--- src/rtl/int_square_if.sv ---
//------------------------------------------------------------------------------
// int_square_if : operand/result bundle for the sequential integer squarer
// Revision      : 1.0
//------------------------------------------------------------------------------
`default_nettype none

interface int_square_if #(
    parameter int WIDTH = 24
) ();
    logic                   start_i;
    logic [WIDTH/2-1:0]     q_i;
    logic [WIDTH-1:0]       r_i;
    logic [WIDTH-1:0]       n_o;
    logic                   err_o;
    logic                   valid_o;
    logic                   busy_o;

    modport master (
        output start_i, q_i, r_i,
        input  n_o, err_o, valid_o, busy_o
    );

    modport slave (
        input  start_i, q_i, r_i,
        output n_o, err_o, valid_o, busy_o
    );
endinterface

`default_nettype wire

--- src/rtl/int_square.sv ---
//------------------------------------------------------------------------------
// int_square : rebuilds n = q*q + r with one shift-add per root bit, MSB first
// Revision   : 1.0
//------------------------------------------------------------------------------
`default_nettype none

module int_square #(
    parameter int WIDTH = 24
) (
    input  wire logic       clk_i,
    input  wire logic       reset_i,
    int_square_if.slave     bus
);
    localparam int c_qw    = WIDTH / 2;
    localparam int c_cnt_w = $clog2(c_qw) + 1;
    localparam int c_idx_w = (c_qw > 1) ? $clog2(c_qw) : 1;

    typedef enum logic [1:0] {
        S_IDLE = 2'd0,
        S_RUN  = 2'd1,
        S_DONE = 2'd2
    } state_t;

    state_t                 r_state;
    state_t                 w_state_nxt;

    logic [c_qw-1:0]        r_qr;
    logic [WIDTH-1:0]       r_rr;
    logic [WIDTH:0]         r_acc;
    logic [c_cnt_w-1:0]     r_cnt;
    logic [WIDTH-1:0]       r_n;
    logic                   r_err;
    logic                   r_valid;

    logic                   w_qbit;
    logic [WIDTH:0]         w_sum;
    logic                   w_unused;

    // State register
    always_ff @(posedge clk_i) begin
        if (!reset_i) begin
            r_state <= S_IDLE;
        end else begin
            r_state <= w_state_nxt;
        end
    end

    always_comb begin
        w_state_nxt = r_state;
        case (r_state)
            S_IDLE:  if (bus.start_i) w_state_nxt = S_RUN;
            S_RUN:   if (r_cnt == '0) w_state_nxt = S_DONE;
            S_DONE:  w_state_nxt = S_IDLE;
            default: w_state_nxt = S_IDLE;
        endcase
    end

    assign w_qbit   = r_qr[r_cnt[c_idx_w-1:0]];
    assign w_sum    = r_acc + {1'b0, r_rr};
    // Carry out of the final sum is deliberately dropped (modulo 2^WIDTH result).
    assign w_unused = w_sum[WIDTH];

    always_ff @(posedge clk_i) begin
        if (!reset_i) begin
            r_qr    <= '0;
            r_rr    <= '0;
            r_acc   <= '0;
            r_cnt   <= '0;
            r_n     <= '0;
            r_err   <= 1'b0;
            r_valid <= 1'b0;
        end else begin
            r_valid <= (r_state == S_DONE);
            case (r_state)
                S_IDLE: begin
                    if (bus.start_i) begin
                        r_qr  <= bus.q_i;
                        r_rr  <= bus.r_i;
                        r_acc <= '0;
                        r_cnt <= c_cnt_w'(c_qw - 1);
                    end
                end
                S_RUN: begin
                    r_acc <= (r_acc << 1)
                           + (w_qbit ? {{(c_qw + 1){1'b0}}, r_qr} : {(WIDTH + 1){1'b0}});
                    r_cnt <= r_cnt - c_cnt_w'(1);
                end
                S_DONE: begin
                    r_n   <= w_sum[WIDTH-1:0];
                    r_err <= (r_rr > {{(c_qw - 1){1'b0}}, r_qr, 1'b0});
                end
                default: ;
            endcase
        end
    end

    assign bus.n_o     = r_n;
    assign bus.err_o   = r_err;
    assign bus.valid_o = r_valid;
    assign bus.busy_o  = (r_state != S_IDLE);

endmodule

`default_nettype wire

--- src/flat_wrapper.sv ---
// flat-port wrapper written by rule: the top's interface ports become plain ports
module int_square_flat 
#(
    parameter int WIDTH = 24
)
  (clk_i, reset_i, bus_start_i, bus_q_i, bus_r_i, bus_n_o, bus_err_o, bus_valid_o, bus_busy_o);
  int_square_if #(.WIDTH(WIDTH)) bus_i ();
  input  wire logic clk_i;
  input  wire logic reset_i;
  input wire logic [$bits(bus_i.start_i)-1:0] bus_start_i;
  input wire logic [$bits(bus_i.q_i)-1:0] bus_q_i;
  input wire logic [$bits(bus_i.r_i)-1:0] bus_r_i;
  output wire logic [$bits(bus_i.n_o)-1:0] bus_n_o;
  output wire logic [$bits(bus_i.err_o)-1:0] bus_err_o;
  output wire logic [$bits(bus_i.valid_o)-1:0] bus_valid_o;
  output wire logic [$bits(bus_i.busy_o)-1:0] bus_busy_o;
  assign bus_i.start_i = bus_start_i;
  assign bus_i.q_i = bus_q_i;
  assign bus_i.r_i = bus_r_i;
  assign bus_n_o = bus_i.n_o;
  assign bus_err_o = bus_i.err_o;
  assign bus_valid_o = bus_i.valid_o;
  assign bus_busy_o = bus_i.busy_o;
  int_square #(.WIDTH(WIDTH)) u_core (.clk_i(clk_i), .reset_i(reset_i), .bus(bus_i));
endmodule
--- config.mk ---
export PLATFORM = sky130hd
export DESIGN_NAME = int_square_flat
export DESIGN_NICKNAME = d
export VERILOG_FILES = /design/src/rtl/int_square_if.sv /design/src/rtl/int_square.sv /design/src/flat_wrapper.sv
export SDC_FILE = /design/constraint.sdc
export NUM_CORES = 1
export LEC_CHECK = 0
export CAP_MARGIN = 20
export CORE_AREA = 3 3 119 121
export DETAILED_ROUTE_END_ITERATION = 10
export DIE_AREA = 0 0 122 124
export HOLD_SLACK_MARGIN = 0.05
export PLACE_DENSITY = 0.64
export SYNTH_ARGS = -nofsm -noshare
export SYNTH_HDL_FRONTEND = slang
export SYNTH_SLANG_ARGS = --single-unit
export TNS_END_PERCENT = 100
--- constraint.sdc ---
create_clock -name clk_i -period 3.25 [get_ports clk_i]
set_clock_uncertainty 0.15 [all_clocks]
set_input_delay 0.4875 -clock clk_i [delete_from_list [all_inputs] [get_ports clk_i]]
set_output_delay 0.4875 -clock clk_i [all_outputs]
set_load 0.03 [all_outputs]
-- After elaboration in Yosys (flattened, before gate mapping)
Index checks and enable logic that the tools add are counted.
- $add $sub $neg: 3
- shifts and indexed selects: 0
- multipliers: 0
- equality and inequality tests: 4
- $lt $le $gt $ge: 2
- reductions and logical operators: 7
- multiplexer cells: 10
- bitwise operators: 0
- div/mod/pow operators: 0
- operators with widths (kind ; number):
    24-bit case mux with 2 select lines ; 1
    24-bit by 12-bit adder with 24-bit output ; 1
    24-bit adder ; 1
    24-bit by 13-bit greater-than comparator with 1-bit output ; 1
    24-bit two-way mux ; 1
    12-bit two-way mux ; 1
    5-bit case mux with 2 select lines ; 1
    2-bit AND reduction ; 3
    5-bit zero test ; 1
    4-bit by 5-bit less-than comparator with 1-bit output, second input constant ; 1
    5-bit two-way mux ; 1
    5-bit by 1-bit subtractor with 5-bit output, second input constant ; 1
    1-bit binary-select mux with 4-bit select ; 1
    2-bit two-way mux ; 2
    2-bit case mux with 2 select lines ; 1
    2-bit nonzero test ; 2
    2-bit by 1-bit == test with 1-bit output, second input constant ; 1
    2-bit == test, second input constant ; 1
    2-bit zero test ; 1
    2-bit by 1-bit != test with 1-bit output, second input constant ; 1
    2-bit != test, second input constant ; 1
    1-bit two-way mux ; 1
- word-level logic and storage cells: 34
- ROM bits: 0
- bits in registers: 93
- output and inout bits: 27
- latch bits: 0
- memories: 0
- RAM bits: 0

-- Longest topological paths before layout
- depth after elaboration: 5
- gate-level depth with buffers: 15
- mapped depth without buffers: 12

-- Worst setup path after synthesis
Ideal clock, no wire load.
- kind: reg2reg
- from: register u_core.r_cnt[0]
- to: register u_core.r_acc[13]
- data required time: 2.972 ns
- path slack: -0.319 ns
- library setup time: 0.128 ns
- buffers on the path: 2
- arrival time: 3.290 ns
- stages on the path, launching flop included: 15
- cell sequence: dfxtp_1 -> clkbuf_1 -> mux4_2 -> mux2i_1 -> o21ai_0 -> clkbuf_1 -> and2_1 -> ha_1 -> fa_1 -> a21oi_1 -> o211ai_1 -> a22oi_1 -> a21oi_1 -> xnor2_1 -> o21ai_0
- longest elaborated chain between the ends: 5
- RTL lines (item ; RTL line ; text):
    start, declared ; int_square.sv:30 ; logic [c_cnt_w-1:0] r_cnt;
    start signal, assigned ; int_square.sv:80 ; r_cnt <= c_cnt_w'(c_qw - 1);
    start signal, assigned ; int_square.sv:86 ; r_cnt <= r_cnt - c_cnt_w'(1);
    1-bit binary-select mux with 4-bit select ; int_square.sv:58 ; assign w_qbit = r_qr[r_cnt[c_idx_w-1:0]];
    1-bit two-way mux (implied by the code) ; int_square.sv:58 ;
    12-bit two-way mux ; int_square.sv:85 ; + (w_qbit ? {{(c_qw + 1){1'b0}}, r_qr} : {(WIDTH + 1){1'b0}});
    24-bit by 12-bit adder with 24-bit output ; int_square.sv:85 ;
    24-bit case mux with 2 select lines ; int_square.sv:74 ; case (r_state)
    end signal, assigned ; int_square.sv:84 ; r_acc <= (r_acc << 1)
    end, declared ; int_square.sv:29 ; logic [WIDTH:0] r_acc;
Every way passes these cells. The select of a mux whose other input is x is not followed.
A chain may end at the register's enable or synchronous reset.

-- Worst setup path in the final report
- from: register u_core.r_cnt[0]
- to: register u_core.r_acc[19]
The elaborated chain is that of the path after synthesis.

==> implementation parameters <==
Parameter                              Value

Detailed routing
  Drt pass-1 iters    5
  Antenna Violating Nets Remaining    0
  Routed wire length    18.2 mm
  Remaining DRCs    0
  Vias post-DR    5892
  Routed vias/inst    5.80
  DRC marker count from the first detailed-route iteration    417
  Routed length per instance    17.9 microns

GRT
  Global route total overflow    0
  Via count of the first global-routing pass    5387
  Busiest layer in global routing    met2
  Initial antenna violation count    0
  Total global routing track utilization    0.244
  Met3 usage    0.0400
  Global-route wire length before repair    28.6 mm
  GRT met1 Usage    0.343
  Met2 usage    0.385
  Maximum number of pins on one net before global-route repair    47

Synthesis
  Net count after synthesis    843
  Mapped Area    5860 sq um
  Cell count after synthesis    754
  Yosys warns    0
  Number of enable flip-flop cells after synthesis    0
  Most instantiated flip-flop cell in the synthesis netlist    dfxtp_1
  Number of different library cells in the post-synthesis netlist    66
  Mean area per synthesized cell    7.77 sq um
  Sequential area share after synthesis    0.318
  FF+latch count, synth    93
  Fraction of registers with async set or reset after synthesis    0

Clock tree
  Depth of the CTS H-tree    3
  Source-to-sink clock delay at the later pin of the worst-skew pair    360 ps
  CTS tree    built
  Number of clock buffers inserted by TritonCTS    9
  Number of sinks driven by the clock tree    93
  Deepest clock path buffer count    2
  Clock Pin Slew Worst Setup and Hold Paths    80 ps
  Cell at the root of the clock tree    clkbuf_16
  Post-CTS Hold Buffers    0

Floorplanning
  Die W    122 microns
  Io pins    66
  Number of cell rows    42
  Floorplan core area    13200 sq um
  Die Ht    124 microns
  Initial core utilization    0.444
  DIE AREA    15100 sq um

Finish
  Area Overhead vs Synth    26.3%
  Fin nets    924
  Most frequent cells in the layout    nand2_1, dfxtp_1, a21oi_1
  Share of layout cells above drive strength 1    0.126
  Number of antenna repair diodes    0
  Final core area utilization    0.561
  Commonest non-fill, non-tap cell in the layout    nand2_1

Setup path
  Crit path kind    reg -> reg
  Type of element capturing the critical path    flop
  Crit Path Max Fanout    6
  Required time worst endpoint    3350 ps
  Endpoint arrival time on the critical path    3310 ps
  Kind of start point of the critical path    flop

Outcome
  Run status    completed

Power
  Worst IR Drop VDD    0.267 mV
  Total leakage power    2.89 nW
  Areal power density over the cells    390 nW/um^2
  Design Power    2.88 mW

Placement
  Detailed placer's ending HPWL    13.7 mm
  Final weighted congestion in routability-driven placement    0.944
  Worst slack at placement    -135 ps
  IO Port Bufs    65

STA
  Final setup margin    43.9 ps
  Crit path time final    3210 ps
  Final number of max-transition violations    0
  Final setup fails    0
  Final cycle utilization of the critical path    0.986
  Accumulated negative setup slack    0 ps
  Worst-case headroom to the max-slew limit    0.363
  Worst hold slack across all endpoints    304 ps
  Transition time of the tightest slew-check pin    956 ps
  Highest clock frequency the design can meet    312 MHz
  Number of failing hold endpoints at the final stage    0
  Unrepaired setup endpoints after global routing    true

Worst hold path
  Class of the worst hold path    reg -> reg

Flow run
  Max_cap viols    0
[where the power goes]
part	switching, mW	internal [mW]	total [mW]
Sequential	0.0612	1.19	1.25
Combinational	0.275	0.216	0.491
Clock	0.525	0.618	1.14
[final timing paths]
path                           start  slack [ps]            endpoint  cells past startpoint
setup reg to reg     u_core.r_cnt[0]          40    u_core.r_acc[19]                     13
hold / removal    u_core.bus.n_o[18]         300  u_core.bus.n_o[18]                      2
setup / recovery     u_core.r_cnt[0]          40    u_core.r_acc[19]                     13
hold reg to reg   u_core.bus.n_o[18]         300  u_core.bus.n_o[18]                      2
[area by class of cell]
cell class / instances / area, sq um
Fill cell: 1243 / 5790
Clock inverter: 7 / 87.6
Inverter: 23 / 86.3
Sequential cell: 93 / 1870
Clock buffer: 9 / 225
Multi-Input combinational cell: 601 / 3940
Timing Repair Buffer: 107 / 973
Tap cell: 176 / 220
[cells in the mapped netlist, types with 4 or more instances]
library cell	instances	area share
or2_2	6	0.0064
dfxtp_1	93	0.32
nand3_1	32	0.027
xor2_1	7	0.010
inv_1	21	0.013
nor2b_1	7	0.0075
nor2_1	27	0.017
o21a_1	8	0.010
nor3b_1	4	0.0051
nand2_1	142	0.091
o21bai_1	4	0.0051
and2_1	16	0.017
a31oi_1	5	0.0053
a21o_1	14	0.018
nand2b_1	5	0.0053
xnor2_1	9	0.013
nand4_1	13	0.014
a32oi_1	4	0.0060
clkbuf_1	35	0.022
nand3b_1	4	0.0051
o211ai_1	14	0.018
o31ai_1	6	0.0077
a21oi_1	91	0.078
a211o_1	6	0.0090
o21ai_0	32	0.027
a211oi_1	12	0.015
and3_1	9	0.0096
ha_1	48	0.10
nor3_1	19	0.016
[worst max-delay path, cell delays in order, from the launching register on]
cell      delay (ps)
dfxtp_4          380
mux4_2           500
mux2i_1          190
o21ai_2          120
and2_4           160
ha_4             160
fa_2             370
a21oi_4          170
o211ai_1         180
a22oi_2          220
buf_6            180
a21oi_2           70
xnor2_1          170
o21ai_1           80
[kinds of logic after synthesis]
logic type / count (synthesis) / synth area share
buf+inv: 60 / 0.0384
xor+xnor: 16 / 0.0239
fa+ha+maj: 50 / 0.109
mux: 6 / 0.0167
compound gates: 226 / 0.247
simple gates: 303 / 0.247
flops: 93 / 0.318
[flip-flops by register name, indices dropped and copies added, names as in the netlist]
| name | count |
|---|---|
| u_core.bus.err_o | 1 |
| u_core.r_state | 2 |
| u_core.r_acc | 24 |
| u_core.bus.n_o | 24 |
| u_core.bus.valid_o | 1 |
| u_core.r_qr | 12 |
| u_core.r_cnt | 5 |
| u_core.r_rr | 24 |
[timing repair]
action / in CTS / in global routing
pin swaps: 4 / 12
buffers inserted: 1 / 3
resized for setup: 12 / 27
endpoints found under the setup margin: 15 / 16
hold endpoints to repair: 0 / 0
[stage by stage]
stage               area [sq um]  instances
global placement            6930        996
finish                      7400       1016
floorplan                   5920        754
global route                7400       1016
detailed placement          6930        996
CTS                         7280       1013
[per-layer routing]
metal  up-vias  wire [microns]
met5         -               0
met4         0             236
met3        14             893
met2       149            8290
met1      2822            8810
li1       2907               -
Power figures use the tool's default switching activity.
